## src/rtl/wb_port_arbiter_pkg.sv

```systemverilog
// wb_pkg: shared definitions for the writeback port arbiter.
//   - wb_write_e : register-file write-enable encoding (port 1 always fills first)
//   - WB_DW/WB_AW: default data and register-address widths
//   - wb_cost    : slot cost of an effective write mask
//   - wb_encode  : number of occupied write ports -> write-enable encoding
package wb_pkg;

    localparam int WB_DW = 32;
    localparam int WB_AW = 5;

    typedef enum logic [1:0] {
        WB_NONE = 2'b00,
        WB_ONE  = 2'b01,
        WB_TWO  = 2'b11
    } wb_write_e;

    // Number of register-file writes a (collapsed) two-bit mask consumes.
    function automatic logic [1:0] wb_cost(input logic [1:0] mask);
        wb_cost = {1'b0, mask[0]} + {1'b0, mask[1]};
    endfunction

    // Occupied port count to bus encoding; 2'b10 can never be produced.
    function automatic wb_write_e wb_encode(input logic [1:0] nwr);
        case (nwr)
            2'd0:    wb_encode = WB_NONE;
            2'd1:    wb_encode = WB_ONE;
            2'd2:    wb_encode = WB_TWO;
            default: wb_encode = WB_NONE;
        endcase
    endfunction

endpackage

```

## src/rtl/wb_port_arbiter_rr_scan.sv

```systemverilog
// wb_rr_scan: combinational round-robin scan that packs up to two register
// writes per cycle from NREQ requesters.
// Ports:
//   i_valid    requester has a pending bundle
//   i_emask    effective (already collapsed) write masks, 2 bits per requester
//   i_a1/i_a2  first/second addresses, AW bits per requester
//   i_ptr      round-robin start index
//   o_grant    bundles accepted this cycle
//   o_sel*_idx requester feeding write port 1/2
//   o_sel*_hi  0 -> port takes (d1,a1), 1 -> port takes (d2,a2)
//   o_nwr      number of write ports occupied (0..2)
//   o_adv      at least one grant with non-zero cost
//   o_last     index of the last grant with non-zero cost
module wb_rr_scan
    import wb_pkg::*;
#(
    parameter int NREQ = 3,
    parameter int AW   = WB_AW,
    parameter int IW   = (NREQ > 1) ? $clog2(NREQ) : 1
) (
    input  logic [NREQ-1:0]    i_valid,
    input  logic [2*NREQ-1:0]  i_emask,
    input  logic [AW*NREQ-1:0] i_a1,
    input  logic [AW*NREQ-1:0] i_a2,
    input  logic [IW-1:0]      i_ptr,
    output logic [NREQ-1:0]    o_grant,
    output logic [IW-1:0]      o_sel1_idx,
    output logic               o_sel1_hi,
    output logic [IW-1:0]      o_sel2_idx,
    output logic               o_sel2_hi,
    output logic [1:0]         o_nwr,
    output logic               o_adv,
    output logic [IW-1:0]      o_last
);

    logic [IW:0]   w_sum;
    logic [IW-1:0] w_idx;
    logic [1:0]    w_m;
    logic [1:0]    w_cost;
    logic [1:0]    w_used;
    logic [AW-1:0] w_ca1;
    logic [AW-1:0] w_ca2;
    logic [AW-1:0] w_s1a;
    logic [AW-1:0] w_s2a;
    logic          w_hit;

    // Walk requesters from the pointer, granting every bundle that fits the
    // remaining slots and touches no address already granted this cycle.
    // Refused requesters are skipped, so later ones may still be granted.
    always_comb begin
        o_grant    = '0;
        o_sel1_idx = '0;
        o_sel1_hi  = 1'b0;
        o_sel2_idx = '0;
        o_sel2_hi  = 1'b0;
        o_adv      = 1'b0;
        o_last     = '0;
        w_sum      = '0;
        w_idx      = '0;
        w_m        = 2'b00;
        w_cost     = 2'd0;
        w_used     = 2'd0;
        w_ca1      = '0;
        w_ca2      = '0;
        w_s1a      = '0;
        w_s2a      = '0;
        w_hit      = 1'b0;
        for (int k = 0; k < NREQ; k++) begin
            // ptr + k stays below 2*NREQ, so one conditional subtract wraps it
            w_sum = {1'b0, i_ptr} + (IW+1)'(k);
            if (w_sum >= (IW+1)'(NREQ)) begin
                w_sum = w_sum - (IW+1)'(NREQ);
            end else begin
                w_sum = w_sum;
            end
            w_idx  = w_sum[IW-1:0];
            w_m    = i_emask[{w_idx, 1'b0} +: 2];
            w_ca1  = i_a1[w_idx*AW +: AW];
            w_ca2  = i_a2[w_idx*AW +: AW];
            w_cost = wb_cost(w_m);
            w_hit  = (w_m[0] & (((w_used != 2'd0) & (w_ca1 == w_s1a)) |
                                ((w_used == 2'd2) & (w_ca1 == w_s2a)))) |
                     (w_m[1] & (((w_used != 2'd0) & (w_ca2 == w_s1a)) |
                                ((w_used == 2'd2) & (w_ca2 == w_s2a))));
            if (i_valid[w_idx] && (w_cost <= (2'd2 - w_used)) && !w_hit) begin
                o_grant[w_idx] = 1'b1;
                if (w_m[0]) begin
                    if (w_used == 2'd0) begin
                        o_sel1_idx = w_idx;
                        o_sel1_hi  = 1'b0;
                        w_s1a      = w_ca1;
                    end else begin
                        o_sel2_idx = w_idx;
                        o_sel2_hi  = 1'b0;
                        w_s2a      = w_ca1;
                    end
                    w_used = w_used + 2'd1;
                end else begin
                    w_used = w_used;
                end
                if (w_m[1]) begin
                    if (w_used == 2'd0) begin
                        o_sel1_idx = w_idx;
                        o_sel1_hi  = 1'b1;
                        w_s1a      = w_ca2;
                    end else begin
                        o_sel2_idx = w_idx;
                        o_sel2_hi  = 1'b1;
                        w_s2a      = w_ca2;
                    end
                    w_used = w_used + 2'd1;
                end else begin
                    w_used = w_used;
                end
                if (w_cost != 2'd0) begin
                    o_adv  = 1'b1;
                    o_last = w_idx;
                end else begin
                    o_adv  = o_adv;
                end
            end else begin
                o_grant[w_idx] = 1'b0;
            end
        end
        o_nwr = w_used;
    end

endmodule

```

## src/rtl/wb_port_arbiter.sv

```systemverilog
// wb_port_arbiter: shares the register file's two write ports among NREQ
// writeback requesters, granting up to two writes per cycle in round-robin
// order and driving the registered write bus one cycle after acceptance.
// Ports:
//   clk, rst          clock; synchronous reset, active low
//   req_valid/ready   per-requester handshake (ready is combinational)
//   req_we            per-requester 2-bit mask: bit0 -> (d1,a1), bit1 -> (d2,a2)
//   req_d1/a1/d2/a2   per-requester data/address slices
//   write             write enables: 00 none, 01 port 1, 11 both
//   wr1/wa1, wr2/wa2  port 1 / port 2 data and address
//   busy              a valid requester was refused in the previous cycle
module wb_port_arbiter
    import wb_pkg::*;
#(
    parameter int NREQ = 3,
    parameter int DW   = WB_DW,
    parameter int AW   = WB_AW
) (
    input  logic                clk,
    input  logic                rst,
    input  logic [NREQ-1:0]     req_valid,
    output logic [NREQ-1:0]     req_ready,
    input  logic [2*NREQ-1:0]   req_we,
    input  logic [DW*NREQ-1:0]  req_d1,
    input  logic [AW*NREQ-1:0]  req_a1,
    input  logic [DW*NREQ-1:0]  req_d2,
    input  logic [AW*NREQ-1:0]  req_a2,
    output logic [1:0]          write,
    output logic [DW-1:0]       wr1,
    output logic [DW-1:0]       wr2,
    output logic [AW-1:0]       wa1,
    output logic [AW-1:0]       wa2,
    output logic                busy
);

    localparam int IW = (NREQ > 1) ? $clog2(NREQ) : 1;

    logic [IW-1:0]     r_ptr;
    logic [2*NREQ-1:0] w_emask;
    logic [NREQ-1:0]   w_grant;
    logic [IW-1:0]     w_sel1_idx;
    logic [IW-1:0]     w_sel2_idx;
    logic              w_sel1_hi;
    logic              w_sel2_hi;
    logic [1:0]        w_nwr;
    logic              w_adv;
    logic [IW-1:0]     w_last;
    logic [DW-1:0]     w_wr1;
    logic [DW-1:0]     w_wr2;
    logic [AW-1:0]     w_wa1;
    logic [AW-1:0]     w_wa2;

    // Two writes to the same register in one bundle collapse to a single
    // write of d2 (the later one wins), shown as mask 10 so only (d2,a2) issues.
    always_comb begin
        w_emask = '0;
        for (int i = 0; i < NREQ; i++) begin
            if ((req_we[2*i +: 2] == 2'b11) && (req_a1[i*AW +: AW] == req_a2[i*AW +: AW])) begin
                w_emask[2*i +: 2] = 2'b10;
            end else begin
                w_emask[2*i +: 2] = req_we[2*i +: 2];
            end
        end
    end

    wb_rr_scan #(
        .NREQ (NREQ),
        .AW   (AW),
        .IW   (IW)
    ) u_scan (
        .i_valid    (req_valid),
        .i_emask    (w_emask),
        .i_a1       (req_a1),
        .i_a2       (req_a2),
        .i_ptr      (r_ptr),
        .o_grant    (w_grant),
        .o_sel1_idx (w_sel1_idx),
        .o_sel1_hi  (w_sel1_hi),
        .o_sel2_idx (w_sel2_idx),
        .o_sel2_hi  (w_sel2_hi),
        .o_nwr      (w_nwr),
        .o_adv      (w_adv),
        .o_last     (w_last)
    );

    // Nothing is accepted while reset is held, so requesters simply retry.
    assign req_ready = rst ? w_grant : {NREQ{1'b0}};

    assign w_wr1 = w_sel1_hi ? req_d2[w_sel1_idx*DW +: DW] : req_d1[w_sel1_idx*DW +: DW];
    assign w_wa1 = w_sel1_hi ? req_a2[w_sel1_idx*AW +: AW] : req_a1[w_sel1_idx*AW +: AW];
    assign w_wr2 = w_sel2_hi ? req_d2[w_sel2_idx*DW +: DW] : req_d1[w_sel2_idx*DW +: DW];
    assign w_wa2 = w_sel2_hi ? req_a2[w_sel2_idx*AW +: AW] : req_a1[w_sel2_idx*AW +: AW];

    // Output bus, stall flag and round-robin pointer; unused ports are zeroed
    // so idle cycles present a clean bus.
    always_ff @(posedge clk) begin
        if (!rst) begin
            r_ptr <= '0;
            write <= WB_NONE;
            wr1   <= '0;
            wr2   <= '0;
            wa1   <= '0;
            wa2   <= '0;
            busy  <= 1'b0;
        end else begin
            write <= wb_encode(w_nwr);
            wr1   <= (w_nwr != 2'd0) ? w_wr1 : '0;
            wa1   <= (w_nwr != 2'd0) ? w_wa1 : '0;
            wr2   <= (w_nwr == 2'd2) ? w_wr2 : '0;
            wa2   <= (w_nwr == 2'd2) ? w_wa2 : '0;
            busy  <= |(req_valid & ~w_grant);
            // Zero-cost grants do not move the pointer
            if (w_adv) begin
                r_ptr <= (w_last == IW'(NREQ - 1)) ? '0 : w_last + IW'(1);
            end else begin
                r_ptr <= r_ptr;
            end
        end
    end

endmodule

```

## config.mk

```make
export PLATFORM = sky130hd
export DESIGN_NAME = wb_port_arbiter
export DESIGN_NICKNAME = d
export VERILOG_FILES = /design/src/rtl/wb_port_arbiter_pkg.sv /design/src/rtl/wb_port_arbiter_rr_scan.sv /design/src/rtl/wb_port_arbiter.sv
export SDC_FILE = /design/constraint.sdc
export NUM_CORES = 1
export LEC_CHECK = 0
export ABC_AREA = 1
export CELL_PAD_IN_SITES_DETAIL_PLACEMENT = 0
export CELL_PAD_IN_SITES_GLOBAL_PLACEMENT = 2
export CORE_ASPECT_RATIO = 1.5
export CORE_MARGIN = 2
export CORE_UTILIZATION = 23
export CTS_CLUSTER_SIZE = 28
export DETAILED_ROUTE_END_ITERATION = 16
export PLACE_DENSITY = 0.9
export SLEW_MARGIN = 20
export SYNTH_ARGS = -nofsm -noshare
export SYNTH_HDL_FRONTEND = slang
export SYNTH_SLANG_ARGS = --single-unit
```

## constraint.sdc

```tcl
create_clock -name clk -period 12.58 [get_ports clk]
set_clock_uncertainty 0.15 [all_clocks]
set_input_delay 2.516 -clock clk [delete_from_list [all_inputs] [get_ports clk]]
set_output_delay 2.516 -clock clk [all_outputs]
set_load 0.01 [all_outputs]
```

== Word level (Yosys, flattened, before mapping) ==
Index checks and enable logic that the tools add are counted.

* Register bits: 79
* Output and inout bits: 80
* Logic and storage cells: 254
* Input bits: 233

* Mux-type cells: 125
* Bitwise logic cells: 26
* Multiply operators: 5
* Shift operators: 17
* Add/subtract/negate cells: 16
* Reductions and logical operators: 27
* $lt $le $gt $ge: 12
* Equality and inequality tests: 19

{| class="wikitable"
|+ Operators with widths
! cell !! count
|-
| variable part select 96 x 8 -> 32 bit || 4
|-
| variable part select 15 x 6 -> 5 bit || 10
|-
| 2-to-1 mux 2 bit || 53
|-
| 2-to-1 mux 5 bit || 19
|-
| 2-to-1 mux 32 bit || 2
|-
| == test 5 bit || 11
|-
| 2-to-1 mux 1 bit || 40
|-
| multiplier 2 x 3 -> 5 bit (second input constant) || 5
|-
| variable part select 6 x 4 -> 2 bit || 3
|-
| == test 2 bit (second input constant) || 7
|-
| adder 2 x 1 -> 2 bit (second input constant) || 6
|-
| AND 1 bit || 12
|-
| 2-to-1 mux 3 bit || 4
|-
| nonzero test 2 bit || 6
|-
| logical AND 1 bit || 11
|-
| logical NOT 2 bit || 5
|-
| AND 3 bit || 3
|-
| < comparator 2 x 3 -> 1 bit (second input constant) || 3
|-
| NOT 3 bit || 3
|-
| adder 1 x 1 -> 2 bit || 3
|-
| binary-select mux 1 bit (select 2 bit) || 3
|-
| demux 1 bit (select 2 bit) || 3
|-
| >= comparator 2 x 1 -> 1 bit (second input constant) || 3
|-
| >= comparator 3 x 2 -> 1 bit (second input constant) || 2
|-
| other kinds (14) || 26
|}

== Longest topological paths before layout ==
* Depth in word-level cells: 39
* Gate-level depth with buffers: 49
* Gate-level depth less buffers: 45

== By module ==
A second synthesis with hierarchy kept.

* Cells, all modules: 2064
* Area total of the unflattened synthesis: 10816.6 um^2

{| class="wikitable"
|+ Modules (own cells, without submodules)
! module !! times used !! area an instance (um^2) !! sequential area each (um^2) !! cells an instance
|-
| wb_port_arbiter || 1 || 7038.0 || 1581.5 || 1271
|-
| wb_rr_scan || 1 || 3778.6 || 0.0 || 793
|}

== Least setup slack after synthesis ==
OpenSTA, ideal clock, no wires.

* Kind: input -> output
* From: input req_a2[3]
* To: output req_ready[2]
* Path buffers: 3
* Stages: 38
* Path slack: 2.090 ns
* Arrival time: 7.824 ns
* Cell sequence: inv_1 nand2_1 nand2_1 nor2_1 nand3_1 nand3_1 nand2_1 nand2_2 nand2_2 buf_6 inv_1 ha_1 a21oi_2 nand2_2 inv_1 buf_2 nand2_1 ha_1 [2 not listed] a21oi_1 a21oi_1 nand3_4 buf_6 inv_2 nand3_1 o21ai_0 inv_1 ha_1 inv_1 ha_1 a21oi_1 a21oi_1 a21oi_1 nand3_2 inv_2 o21ai_0 nor2_1

* Longest elaborated chain between the ends: 27

{| class="wikitable"
|+ RTL lines
! item !! RTL line !! RTL
|-
| start, declared || wb_port_arbiter.sv:27 || <nowiki>input logic [AW*NREQ-1:0] req_a2,</nowiki>
|-
| parallel branches: the longest is 25 deep, another holds adder 2 x 1 -> 2 bit || -- ||
|-
| 2-to-1 mux 3 bit * || wb_port_arbiter_rr_scan.sv:85 || <nowiki>if (i_valid[w_idx] && (w_cost <= (2'd2 - w_used)) && !w_hit) begin</nowiki>
|-
| 2-to-1 mux 3 bit * || wb_port_arbiter.sv:87 || <nowiki>assign req_ready = rst ? w_grant : {NREQ{1'b0}};</nowiki>
|-
| end, declared || wb_port_arbiter.sv:22 || <nowiki>output logic [NREQ-1:0] req_ready,</nowiki>
|}

Every way passes the cells marked *. The select of a mux whose other input is x is not followed.

== Worst setup path after layout ==
* From: input req_a2[10]
* To: output req_ready[2]

The elaborated chain is that of the path after synthesis.

==> results.txt <==
----------------------------------------------------
[Worst setup path]
  Critical Path Slowest Stage Cell ... sky130_fd_sc_hd__clkdlybuf4s50_1
  Capturing instance or port of the critical path ... req_ready[2]
  CP max stage delay ... around 610 ps
  Required time of the worst setup path ... around 10000 ps
  Depth of the most critical reg-to-reg path ... 39
  Worst Setup SP ... req_a2[10]
  Maximum fanout count along the critical path ... 7
  Worst R2R Setup Slack ... a little under 4000 ps
  Data arrival time of the critical path ... just under 9000 ps
  Reg2Reg Capture Point ... wr1[4]
  Reg-to-Reg Start ... r_ptr[1]
  Kind of end point of the critical path ... output pin
  Class of the most critical setup path ... input port to output pin
  Worst path most repeated cell ... sky130_fd_sc_hd__a21oi_1
  Setup crit start kind ... input port

[Timing]
  Final worst path period share ... between 90 and 100%
  Setup repair after global routing missed its margin ... no
  Final Hold Violating Endpoints ... 0
  Final worst setup slack ... ~990 ps
  TNS Setup ... 0 ps
  Shortest clock period the worst path allows after layout ... between 10000 and 15000 ps
  Final Setup Violations ... 0
  Least-Margin Pin Slew ... between 1000 and 1500 ps
  Achievable clock frequency ... ~86 MHz
  Slew headroom ... between 20% and 30%
  Number of max-slew violations in the final report ... 0

[Floorplanning]
  Die X-Extent ... ~170 µm
  Core Box Area ... about 0.043 mm²
  Die Footprint ... roughly 0.045 mm²
  Number of standard-cell rows in the floorplan ... 93
  Number of ports placed on the die boundary ... between 300 and 400
  Die span in y ... 258 µm
  Effective utilization at floorplan ... a little under a quarter

[Clock network]
  Number of buffers inserted by hold repair at cts ... 0
  Root buffer selected by CTS ... sky130_fd_sc_hd__clkbuf_16
  # H-tree levels ... 3
  Clock network latency to the later pin of the worst-skew pair ... roughly 360 ps
  CTS tree ... yes
  # resized after CTS ... 0
  Clock Sinks ... 79
  Clock transition at the register clock pins on the worst setup and hold paths after CTS ... ~70 ps
  Number of setup buffers added after CTS ... 0
  Maximum number of buffers from clock root to sink ... 2
  CTS Buf Count ... 9

[Logic synthesis]
  Count of flip-flops with a built-in enable after synthesis ... 0
  Post-synth cell types ... 36
  Synth Warn # ... 0
  Number of nets produced by synthesis ... about 2100
  Synth Area per Inst ... between 5 and 6 µm²
  Cell area after synthesis ... a little under 0.01 mm²
  Leading register cell type out of synthesis ... sky130_fd_sc_hd__dfxtp_1
  Post-Synthesis Cells ... 1819
  Proportion of synthesized chip area in sequential cells ... 15.9%
  Async S/R FF share, synth ... 0%
  Synthesized flop and latch total ... 79

[Detailed routing]
  Violation count after the first detailed-routing iteration ... 1254
  Total via count in the routed design ... approximately 14000
  Routed vias/inst ... between 5 and 6
  Post-route DRC violation count ... 0
  Total wire length ... about 56000 µm
  Antenna Violating Nets Remaining ... 0
  1st-pass router iterations ... 6
  Per-cell routed wire length ... around 21 µm

[Layout]
  # nets final ... around 2300
  Number of filler cells placed in the layout ... just under 5000
  Share of post-route cells with drive strength above 1 ... approximately 8.0%
  Area overhead of the layout relative to synthesis ... 37.3%

[Place]
  Worst slack, placed ... 1080 ps
  Estimated wirelength of the detail-placed design ... approximately 39000 µm
  Weighted congestion reported at the end of routability-driven placement ... about 0.94
  Number of input and output port buffers inserted ... 312

[Global route]
  Tot GR Track Use ... between 20% and 30%
  Maximum number of pins on one net before global-route repair ... 66
  First-pass GRT wire length ... ~83000 µm
  Initial antenna violation count ... 7
  Vias in the first global route ... roughly 13000
  Overflow left after global routing ... 0

[Worst hold path]
  Type of the tightest min-delay check ... flop to flop

[Run status]
  Run status ... finished, final reports clean

[Flow run]
  Max-cap violations ... 0

----------------------------------------------------
## cells in the mapped netlist, types with 2 or more instances
cell type | instances | share of area, %
sky130_fd_sc_hd__o32ai_1 | 4 | 0.35
sky130_fd_sc_hd__buf_4 | 18 | 1.4
sky130_fd_sc_hd__buf_6 | 7 | 0.79
sky130_fd_sc_hd__nand3_2 | 7 | 0.71
sky130_fd_sc_hd__nand2_2 | 12 | 0.76
sky130_fd_sc_hd__o22ai_1 | 14 | 0.88
sky130_fd_sc_hd__inv_1 | 140 | 5.3
sky130_fd_sc_hd__or2_2 | 66 | 4.2
sky130_fd_sc_hd__nand3_1 | 425 | 21
sky130_fd_sc_hd__xor2_1 | 6 | 0.53
sky130_fd_sc_hd__nor3_1 | 8 | 0.40
sky130_fd_sc_hd__clkinv_1 | 2 | 0.076
sky130_fd_sc_hd__nor2_1 | 65 | 2.5
sky130_fd_sc_hd__inv_2 | 21 | 0.79
sky130_fd_sc_hd__o21a_1 | 14 | 1.1
sky130_fd_sc_hd__o211ai_1 | 9 | 0.68
sky130_fd_sc_hd__nand4_1 | 31 | 2.0
sky130_fd_sc_hd__o21ai_0 | 41 | 2.1
sky130_fd_sc_hd__a21oi_1 | 125 | 6.3
sky130_fd_sc_hd__o211ai_2 | 2 | 0.25
sky130_fd_sc_hd__a22oi_1 | 9 | 0.68
sky130_fd_sc_hd__buf_2 | 65 | 3.3
sky130_fd_sc_hd__buf_1 | 3 | 0.11
sky130_fd_sc_hd__clkbuf_1 | 26 | 0.98
sky130_fd_sc_hd__ha_1 | 23 | 2.9
sky130_fd_sc_hd__nand2_1 | 568 | 22
sky130_fd_sc_hd__a21oi_2 | 4 | 0.35
sky130_fd_sc_hd__a31oi_1 | 5 | 0.32
sky130_fd_sc_hd__dfxtp_1 | 79 | 16
sky130_fd_sc_hd__o21ai_1 | 14 | 0.71
## layout by cell type (no fill, tap or decap), drive strengths merged, types with 6 or more instances in the layout
cell type,count
a22oi,9
a21oi,129
o211ai,11
clkbuf,11
nand2,580
ha,23
buf,28
xor2,6
diode,6
o21ai,55
clkinv,6
clkdlybuf4s50,312
nand3,433
a31oi,6
nand4,31
or2,66
nor3,8
o22ai,14
dfxtp,79
o21a,14
nor2,67
inv,162
## cells by family (layout without fill, tap and decap cells)
family	after synthesis	in the layout	synth area share, %
buffers and inverters	283	519	12.8
XOR/XNOR	6	6	0.530
other	0	6	0
AO/OA/AOI/OAI	242	242	13.9
adder cells (fa/ha/maj)	23	23	2.90
flip-flops	79	79	15.9
AND/OR/NAND/NOR	1186	1186	54.0
## worst max-delay path: cells and delay by family
kind / cells / cell delay (ps)
AOI/OAI and AO/OA: 9 / 1150
adders and majority gates: 5 / 1520
buffers and inverters: 11 / 2250
and+or+nand+nor: 11 / 1480
## metrics by stage
| stage | utilization, % | hold WS (ps) | instances | cell area [µm²] |
|---|---|---|---|---|
| floorplan | - | 326 | 1819 | 9920 |
| global placement | 31.2 | 343 | 2610 | 13300 |
| detailed placement | 31.2 | 356 | 2610 | 13300 |
| CTS | 31.8 | 363 | 2625 | 13600 |
| global route | 31.9 | 403 | 2631 | 13600 |
| finish | 31.9 | 365 | 2631 | 13600 |
## layout make-up
class                           count  area (µm²)  area share [%]
Tap cell                          570         713            5.24
Clock buffer                       11         233            1.71
Inverter                          164         618            4.54
Clock inverter                      4        23.8           0.175
Multi-Input combinational cell   1457        7100            52.1
Antenna cell                        6        15.0           0.110
Timing Repair Buffer              340        3330            24.5
Sequential cell                    79        1580            11.6
## flip-flops by register name, summed over array words and instances, names as in the netlist
| name | cells |
|---|---|
| wr1 | 32 |
| write | 2 |
| busy | 1 |
| wa2 | 5 |
| wr2 | 32 |
| wa1 | 5 |
| r_ptr | 2 |
## worst min-delay path by stage
stage | start | endpoint | slack [ps] | cells past startpoint
after floorplan | r_ptr[1] | r_ptr[1] | 330 | 2
after global placement | r_ptr[1] | r_ptr[1] | 340 | 2
after global routing | r_ptr[1] | r_ptr[1] | 400 | 2
after CTS | r_ptr[0] | r_ptr[0] | 360 | 2
after detailed placement | r_ptr[0] | r_ptr[0] | 360 | 2
final | r_ptr[0] | r_ptr[0] | 370 | 2
## per-layer routing
| layer | GRT usage [%] | up-vias | part of all wire (%) |
|---|---|---|---|
| met5 | 0 | - | 0.029 |
| met4 | 13.0 | 2 | 4.7 |
| met3 | 3.45 | 138 | 5.9 |
| met2 | 44.0 | 712 | 52 |
| met1 | 26.5 | 6597 | 38 |
| li1 | - | 6476 | - |
Power is left out: the tool's default activity adds up to more than one toggle a clock period on the data nets, which glitch-free logic cannot reach.
